### src/rtl/fractal_sync_mc_fifo.sv
// Multi-channel fractal-sync FIFO with per-channel flush, level and almost-full.
// Optional sticky overflow/underflow flags under FRACTAL_SYNC_MC_FIFO_ERR_CHECK_EN.
module fractal_sync_mc_fifo #(
  parameter int unsigned N_CHANNELS   = 2,
  parameter int unsigned FIFO_DEPTH   = 4,
  parameter int unsigned DATA_WIDTH   = 8,
  parameter int unsigned FALL_THROUGH = 1,
  parameter int unsigned AFULL_THRESH = 3,
  localparam int unsigned LW = $clog2(FIFO_DEPTH + 1)
) (
  input  logic                           clk_i,
  input  logic                           rst_i,
  input  logic [N_CHANNELS-1:0]          flush_i,
  input  logic [N_CHANNELS-1:0]          in_valid_i,
  input  logic [N_CHANNELS*DATA_WIDTH-1:0] in_data_i,
  output logic [N_CHANNELS-1:0]          in_ready_o,
  output logic [N_CHANNELS-1:0]          out_valid_o,
  output logic [N_CHANNELS*DATA_WIDTH-1:0] out_data_o,
  input  logic [N_CHANNELS-1:0]          out_ready_i,
  output logic [N_CHANNELS*LW-1:0]       level_o,
  output logic [N_CHANNELS-1:0]          almost_full_o,
  output logic [N_CHANNELS-1:0]          error_o
);

  localparam int unsigned PW = (FIFO_DEPTH > 1) ? $clog2(FIFO_DEPTH) : 1;
  localparam logic [LW-1:0] DEPTH_L = LW'(FIFO_DEPTH);
  localparam logic [LW-1:0] AFULL_L = LW'(AFULL_THRESH);
  localparam logic [PW-1:0] LAST_P  = PW'(FIFO_DEPTH - 1);

  // Explicit wrap so non-power-of-two depths work.
  function automatic logic [PW-1:0] ptr_inc(input logic [PW-1:0] p);
    return (p == LAST_P) ? '0 : p + 1'b1;
  endfunction

  for (genvar c = 0; c < N_CHANNELS; c++) begin : g_ch
    logic [DATA_WIDTH-1:0] mem [FIFO_DEPTH];
    logic [PW-1:0]         wptr;
    logic [PW-1:0]         rptr;
    logic [LW-1:0]         level;
    logic [DATA_WIDTH-1:0] in_data;
    logic [DATA_WIDTH-1:0] head;
    logic empty;
    logic full;
    logic in_rdy;
    logic out_vld;
    logic push;
    logic pop;
    logic bypass;
    logic wr_en;
    logic rd_en;

    assign in_data = in_data_i[c*DATA_WIDTH +: DATA_WIDTH];
    assign empty   = (level == '0);
    assign full    = (level == DEPTH_L);
    assign in_rdy  = ~full & ~flush_i[c];

    if (FALL_THROUGH != 0) begin : g_ft
      assign out_vld = (~empty | in_valid_i[c]) & ~flush_i[c];
      assign head    = empty ? in_data : mem[rptr];
    end else begin : g_nft
      assign out_vld = ~empty & ~flush_i[c];
      assign head    = mem[rptr];
    end

    assign push   = in_valid_i[c] & in_rdy;
    assign pop    = out_vld & out_ready_i[c];
    assign bypass = (FALL_THROUGH != 0) & empty & push & pop;
    assign wr_en  = push & ~bypass;
    assign rd_en  = pop & ~bypass;

    always_ff @(posedge clk_i) begin
      if (wr_en) mem[wptr] <= in_data;
    end

    always_ff @(posedge clk_i) begin
      if (rst_i || flush_i[c]) begin
        wptr  <= '0;
        rptr  <= '0;
        level <= '0;
      end else begin
        if (wr_en) wptr <= ptr_inc(wptr);
        if (rd_en) rptr <= ptr_inc(rptr);
        if (wr_en && !rd_en)      level <= level + 1'b1;
        else if (rd_en && !wr_en) level <= level - 1'b1;
      end
    end

`ifdef FRACTAL_SYNC_MC_FIFO_ERR_CHECK_EN
    logic err_q;
    always_ff @(posedge clk_i) begin
      if (rst_i || flush_i[c]) begin
        err_q <= 1'b0;
      end else if ((in_valid_i[c] && full) ||
                   (out_ready_i[c] && !out_vld)) begin
        err_q <= 1'b1;
      end
    end
    assign error_o[c] = err_q;
`else
    assign error_o[c] = 1'b0;
`endif

    assign in_ready_o[c]    = in_rdy;
    assign out_valid_o[c]   = out_vld;
    assign out_data_o[c*DATA_WIDTH +: DATA_WIDTH] = head;
    assign level_o[c*LW +: LW] = level;
    assign almost_full_o[c] = (level >= AFULL_L);
  end

endmodule

### config.mk
export PLATFORM = sky130hd
export DESIGN_NAME = fractal_sync_mc_fifo
export DESIGN_NICKNAME = d
export VERILOG_FILES = /design/src/rtl/fractal_sync_mc_fifo.sv
export SDC_FILE = /design/constraint.sdc
export NUM_CORES = 1
export LEC_CHECK = 0
export ABC_AREA = 1
export BUFFER_PORTS_ARGS = -buffer_cell sky130_fd_sc_hd__buf_2
export CAP_MARGIN = 20
export CORE_AREA = 3 3 91 93
export DETAILED_ROUTE_END_ITERATION = 12
export DIE_AREA = 0 0 94 96
export GPL_TIMING_DRIVEN = 1
export HOLD_SLACK_MARGIN = 0.15
export PLACE_DENSITY = 0.79
export REMOVE_ABC_BUFFERS = 1
export SYNTH_ARGS = -nofsm -noshare
export SYNTH_HDL_FRONTEND = slang
export SYNTH_SLANG_ARGS = --single-unit
### constraint.sdc
create_clock -name clk_i -period 3.3 [get_ports clk_i]
set_input_delay 0.66 -clock clk_i [delete_from_list [all_inputs] [get_ports clk_i]]
set_output_delay 0.66 -clock clk_i [all_outputs]
set_load 0.005 [all_outputs]
==> metrics.csv, run 1 <==
metric;value;unit
status;finished clean;
via count;2677;
Leak;1.688;nW
Gate power share;11.3;%
Layout Nets;462;
initial detailed-routing violation count;144;
clock sinks;82;
Crit path max-delay family;flip-flops;
Simple-Gate Fraction of Synth Area;17.09;%
Layout area overhead;12.43;%
final setup violation count;0;
DR WL/cell;13.21;µm
mux cell area share after synthesis;0;%
Worst Max-Slew Pin Slew;0.8240;ns
critical path class;reg2out;
Final ANT Viol Nets;0;
antenna cells;0;
DR pass1 iterations;6;
Rows;32;
Post-synth top cells;nor2_1 (114), edfxtp_1 (64), o21ai_0 (40);
largest family of logic cells by synthesized area;simple AND/OR/NAND/NOR gates;
top-count cell post-synth;nor2_1;
vias in the first global route;2539;
Compound-Gate Fraction of Synth Area;9.115;%
RSZ-0062 raised after global routing;false;
post-synthesis xor/xnor area fraction;0;%
largest net degree at the start of global routing;18;
EDFF count, synth;64;
Port Buf Inserts;51;
Pint;1.577;mW
htree depth;3;
worst path bufs/invs;2;
Hold Vio Cnt, Final;0;
fin crit share;76.04;%
crit-path cells;inv_2 > o21ai_0 > a31oi_1 > buf_2;
DP HPWL;4788;µm
startpoint types;flop;
ys async rst share;0;%
clk_lat worst skew;0.34;ns
Net Sw Frac;24.46;%
DR DRC count;0;
worst min path class;reg2reg;
Switch Pwr;510.6;µW
Worst Setup Slack, final;0.7906;ns
Starting Density;49.08;%
Core Util, Final;55.18;%
Die Wd;94;µm
crit path time final;2.509;ns
Die ar.;9024;µm²
clock root buffer;clkbuf_8;
worst clock skew;0.01229;ns
crit end category;output pin;
Max-slew headroom;44.87;%
area share of fa/ha/maj cells after synthesis;5.094;%
Final Hold Slack;0.5075;ns
Max VDD drop;0.0002569;V
clock tree from TritonCTS;yes;
Tot GR Track Use;16.20;%
Seq cells post-synth;82;
Fill cells;685;
vias per cell;5.041;
sequential share of power;55.3;%
Synth cell types;24;
first-pass GRT wire length;11340;µm
synth warn;0;
Slowest-stage cell, CP;dfxtp_1;
gr ovfl total;0;
final wirelength;7016;µm
PD cells;497.3;nW/µm²
clock-pin slew on the worst setup and hold paths;0.08;ns
Setup Fix Bufs, Post-CTS;0;
Max Cap Violations;0;
fin. max-slew vios;0;
num ports;54;
TNS Setup;0;ns
Mapped Avg Cell Area;9.903;µm²
CP max stage delay;0.71;ns
RePlAce Congestion;0.7631;
Placeable Area;7607;µm²
CTS Buf Count;9;
clock group share of total power;33.4;%
largest cells by area after synthesis;edfxtp_1 (51%), nor2_1 (11%), dfxtp_1 (9.7%);
arrival time worst endpoint;1.85;ns
Resize count post-CTS;0;
initial antenna violation count;0;
top cell type's share of synthesized area;51.47;%
FF/Latch Area;2282;µm²
die height;96;µm
share of layout cells above drive strength 1;18.18;%
register area share after synthesis;61.13;%
top_reg_cell synth;edfxtp_1;
clock buffer depth;2;
area leader, netlist;edfxtp_1;
fmax;398.5;MHz
Synth Cell Area;3734;µm²
Cells after Synth;377;
hold buffer count at cts;0;
dpl ws;0.8157;ns
Req. time, crit path;2.64;ns
Multi-input gate area;1176;µm²
critical-path maximum fanout;17;
==> power by group through the flow <==
stage                     clock network, mW  logic, mW  registers (mW)
after floorplan                           0      0.138            1.17
after global placement                    0      0.226            1.18
after detailed placement                  0      0.237            1.18
after CTS                             0.715      0.238            1.15
after global routing                  0.753      0.270            1.16
final                                 0.698      0.236            1.15
==> layout by cell type (no fill, tap or decap) <==
cell / count
nor2_1: 114
edfxtp_1: 64
buf_2: 51
o21ai_0: 40
inv_1: 38
nand2_1: 26
dfxtp_1: 18
a31oi_1: 16
ha_1: 12
clkbuf_8: 9
a21oi_1: 8
nand3_1: 7
inv_2: 5
nand4_1: 3
or2_2: 2
fa_1: 2
conb_1: 2
clkinvlp_4: 2
clkinv_4: 2
nand2_2: 1
nor3_2: 1
nand4_2: 1
nor2_4: 1
nor2_2: 1
bufinv_16: 1
clkinv_2: 1
clkbuf_1: 1
==> worst reg2reg max path: cells and delay by family, from the launching register on <==
| family | cells | cell delay (ns) |
|---|---|---|
| compound gates | 2 | 0.19 |
| fa+ha+maj | 2 | 0.52 |
| buf+inv | 2 | 0.15 |
| flops | 1 | 0.48 |
| simple gates | 8 | 0.78 |
==> worst paths after layout <==
kind                     from          endpoint  slack, ns  cells past startpoint
max                      flop     out_data_o[3]       0.79                      4
min           g_ch[1].rptr[1]   g_ch[1].rptr[1]       0.51                      2
max reg2reg  g_ch[1].level[0]  g_ch[1].level[2]       1.10                     14
min reg2reg   g_ch[1].rptr[1]   g_ch[1].rptr[1]       0.51                      2
==> registers in the layout (all words and copies together) (netlist names), named ones only <==
register / count
g_ch.level: 6
g_ch.mem: 64
g_ch.rptr: 4
g_ch.wptr: 4
==> cell type report <==
class	instances	area share [%]
Inverter	43	3.845
Timing Repair Buffer	51	6.080
Tap cell	102	3.040
Multi-Input combinational cell	237	28.02
Clock inverter	6	1.610
Clock buffer	10	3.040
Sequential cell	82	54.37
==> per-stage QoR <==
stage	total power, mW	area (µm²)	std cells
after floorplan	1.312	3620	362
after global placement	1.403	4003	515
after detailed placement	1.414	4003	515
after global routing	2.181	4198	531
after CTS	2.107	4198	531
final	2.088	4198	531
==> per-layer routing <==
layer	GRT usage (%)	part of all wire (%)	vias to the layer above	wire [µm]
met3	2.267	4.8	12	340
met5	0	0	-	0
li1	-	-	1338	-
met1	21.03	44	1256	3073
met4	7.461	1.7	0	122
met2	27.03	50	71	3479
==> logic make-up (layout without fill, tap and decap cells) <==
kind of cell | after synthesis | count (layout)
AND/OR/NAND/NOR | 157 | 157
other | 1 | 2
flip-flops | 82 | 82
AO/OA/AOI/OAI | 64 | 64
adder cells (fa/ha/maj) | 14 | 14
buffers and inverters | 59 | 110
Note: power is estimated with default switching activity, not from simulation.
==> run 2: changes to the inputs <==
--- a/config.mk
+++ b/config.mk
@@ -13,7 +13,7 @@
 export DIE_AREA = 0 0 94 96
 export GPL_TIMING_DRIVEN = 1
 export HOLD_SLACK_MARGIN = 0.15
-export PLACE_DENSITY = 0.79
+export PLACE_DENSITY = 0.81
 export REMOVE_ABC_BUFFERS = 1
 export SYNTH_ARGS = -nofsm -noshare
 export SYNTH_HDL_FRONTEND = slang
==> constraint.sdc (replaced) <==
create_clock -name clk_i -period 2.19 [get_ports clk_i]
set_input_delay 0.438 -clock clk_i [delete_from_list [all_inputs] [get_ports clk_i]]
set_output_delay 0.438 -clock clk_i [all_outputs]
set_load 0.005 [all_outputs]
==> run 2 against run 1 <==
  * Wire length shrank 1.8%
  * Combinational power up 59%
  * Die area did not move
  * Sequential share of layout area fell by 1.7 points
  * Via count grew 0.86%
  * First-iteration DRC count increased by 27%
  * Final cell count rose by 3.2%
  * Flip-flop and latch count unchanged
  * Largest cell class unchanged
  * Highest routed layer unchanged
==> metrics.csv, run 2 (synthesized netlist as in run 1, its figures left out) <==
metric;value;unit;change
vias per cell;4.927;;-2.3%
status;finished clean;;
via count;2700;;+0.86%
Worst Setup Slack, final;0.1742;ns;-0.6164 ns
vias in the first global route;2541;;+0.079%
largest registers;g_ch.mem: 64 flops, g_ch.level: 6 flops;;
Starting Density;49.08;%;unchanged
Die Wd;94;µm;unchanged
Biggest register;g_ch.mem;;
DR DRC count;0;;unchanged
critical-path maximum fanout;16;;-1
Port Buf Inserts;51;;unchanged
arrival time worst endpoint;1.58;ns;-0.27 ns
TNS Setup;0;ns;unchanged
die height;96;µm;unchanged
commonest cells after routing, fill and taps aside;nor2_1 (110), edfxtp_1 (64), buf_2 (51), o21ai_0 (40), inv_1 (36);;
RSZ-0062 raised after global routing;false;;
Die ar.;9024;µm²;unchanged
clock sinks;82;;unchanged
clock buffer depth;2;;unchanged
r2r startpoint;g_ch[0].level[1];;
Layout area overhead;16.89;%;
initial antenna violation count;0;;unchanged
Placeable Area;7607;µm²;unchanged
final setup violation count;0;;unchanged
Crit. Startpoint;g_ch[0].level[1];;
initial detailed-routing violation count;183;;+27%
fmax;496.1;MHz;
Hold Vio Cnt, Final;0;;unchanged
gr ovfl total;0;;unchanged
CTS Buf Count;9;;unchanged
final wirelength;6887;µm;-1.8%
DP HPWL;4854;µm;+1.4%
first-pass GRT wire length;11200;µm;-1.3%
worst min path class;in2reg;;
share of layout cells above drive strength 1;24.44;%;+6.3 points
hold buffer count at cts;0;;unchanged
fin crit share;92.05;%;
Max VDD drop;0.0003984;V;+55%
Tot GR Track Use;16.11;%;-0.088 points
Req. time, crit path;1.75;ns;-0.89 ns
largest net degree at the start of global routing;17;;-1
crit path time final;2.016;ns;
Layout Nets;479;;+3.7%
Reg-to-Reg End;g_ch[0].level[2];;
DR pass1 iterations;4;;-2
DR WL/cell;12.57;µm;-4.9%
clock tree from TritonCTS;yes;;
clock root buffer;clkbuf_8;;
Max Cap Violations;0;;unchanged
RePlAce Congestion;0.7760;;+1.7%
crit end category;output pin;;
clk_lat worst skew;0.35;ns;about the same
max FFs per register;64;;unchanged
Critical Path End;out_data_o[5];;
antenna cells;0;;unchanged
Rows;32;;unchanged
flop2flop setup slack;0.20;ns;-0.90 ns
fin. max-slew vios;0;;unchanged
clock-pin slew on the worst setup and hold paths;0.09;ns;about the same
most common cell after layout, fill and taps aside;nor2_1;;
Final ANT Viol Nets;0;;unchanged
R2R cell count;13;;-1
PD cells;724.7;nW/µm²;+46%
startpoint types;flop;;
Leak;1.790;nW;+6.0%
dpl ws;-0.03587;ns;-0.8516 ns
critical path class;reg2out;;
worst clock skew;0.01633;ns;+0.004042 ns
htree depth;3;;unchanged
num ports;54;;unchanged
-- run 2: cell types whose count changed in the layout (fill, tap and decap cells not counted), moves of 2 or more --
cell / delta
nor2_2: +3
buf_4: +17
dfxtp_1: -8
nor2_1: -4
dfxtp_4: +2
dfxtp_2: +6
inv_1: -2
-- run 2: worst max-delay path, cell delays in order, from the launching register on --
cell,delay (ns)
dfxtp_2,0.39
inv_1,0.08
nand2_1,0.07
nor2_1,0.06
inv_2,0.24
nor2_1,0.07
a31oi_1,0.18
buf_2,0.15
-- run 2: timing repair --
action                     in CTS  in global routing
setup endpoints to repair       8                 11
gates resized for setup         2                 16
buffers inserted                0                  2
-- run 2: how the worst min path moves through the flow --
stage | startpoint | cells after the start | endpoint | slack [ns]
detailed placement | g_ch[1].rptr[1] | 2 | g_ch[1].rptr[1] | 0.51
global placement | g_ch[0].rptr[1] | 2 | g_ch[0].rptr[1] | 0.50
CTS | in_data_i[10] | 1 | g_ch[1].mem[3][2] | 0.31
global route | in_data_i[13] | 1 | g_ch[1].mem[2][5] | 0.31
finish | in_data_i[10] | 1 | g_ch[1].mem[3][2] | 0.32
floorplan | g_ch[1].rptr[1] | 2 | flop | 0.48
-- run 2: cell type report --
class,instances,area [µm²]
well taps,102,127.6
clock inverters,7,70.07
repair buffers,68,382.9
flip-flops and latches,82,2297
multi-input cells,237,1197
inverters,43,165.2
clock buffers,9,123.9
fillers,655,3243
-- run 2: per-stage QoR --
stage / hold WS [ns] / instances / power, mW / area (µm²) / util (%)
finish: 0.3182 / 548 / 3.163 / 4364 / 57.37
global route: 0.3053 / 548 / 3.311 / 4364 / 57.37
CTS: 0.3055 / 546 / 3.179 / 4310 / 56.66
detailed placement: 0.5105 / 530 / 2.141 / 4115 / 54.10
global placement: 0.4956 / 530 / 2.128 / 4115 / 54.10
floorplan: 0.4792 / 362 / 1.977 / 3620 / -
-- run 2: power breakdown --
part	internal [mW]	switching [mW]
Sequential	1.71	0.0260
Clock	0.525	0.526
Combinational	0.153	0.222
-- run 2: routing by layer --
metal | GRT usage [%] | up-vias | wire, µm
met5 | 0 | - | 0
met4 | 8.664 | 0 | 79
met3 | 2.893 | 9 | 271
met2 | 27.20 | 61 | 3394
met1 | 19.70 | 1256 | 3142
li1 | - | 1374 | -
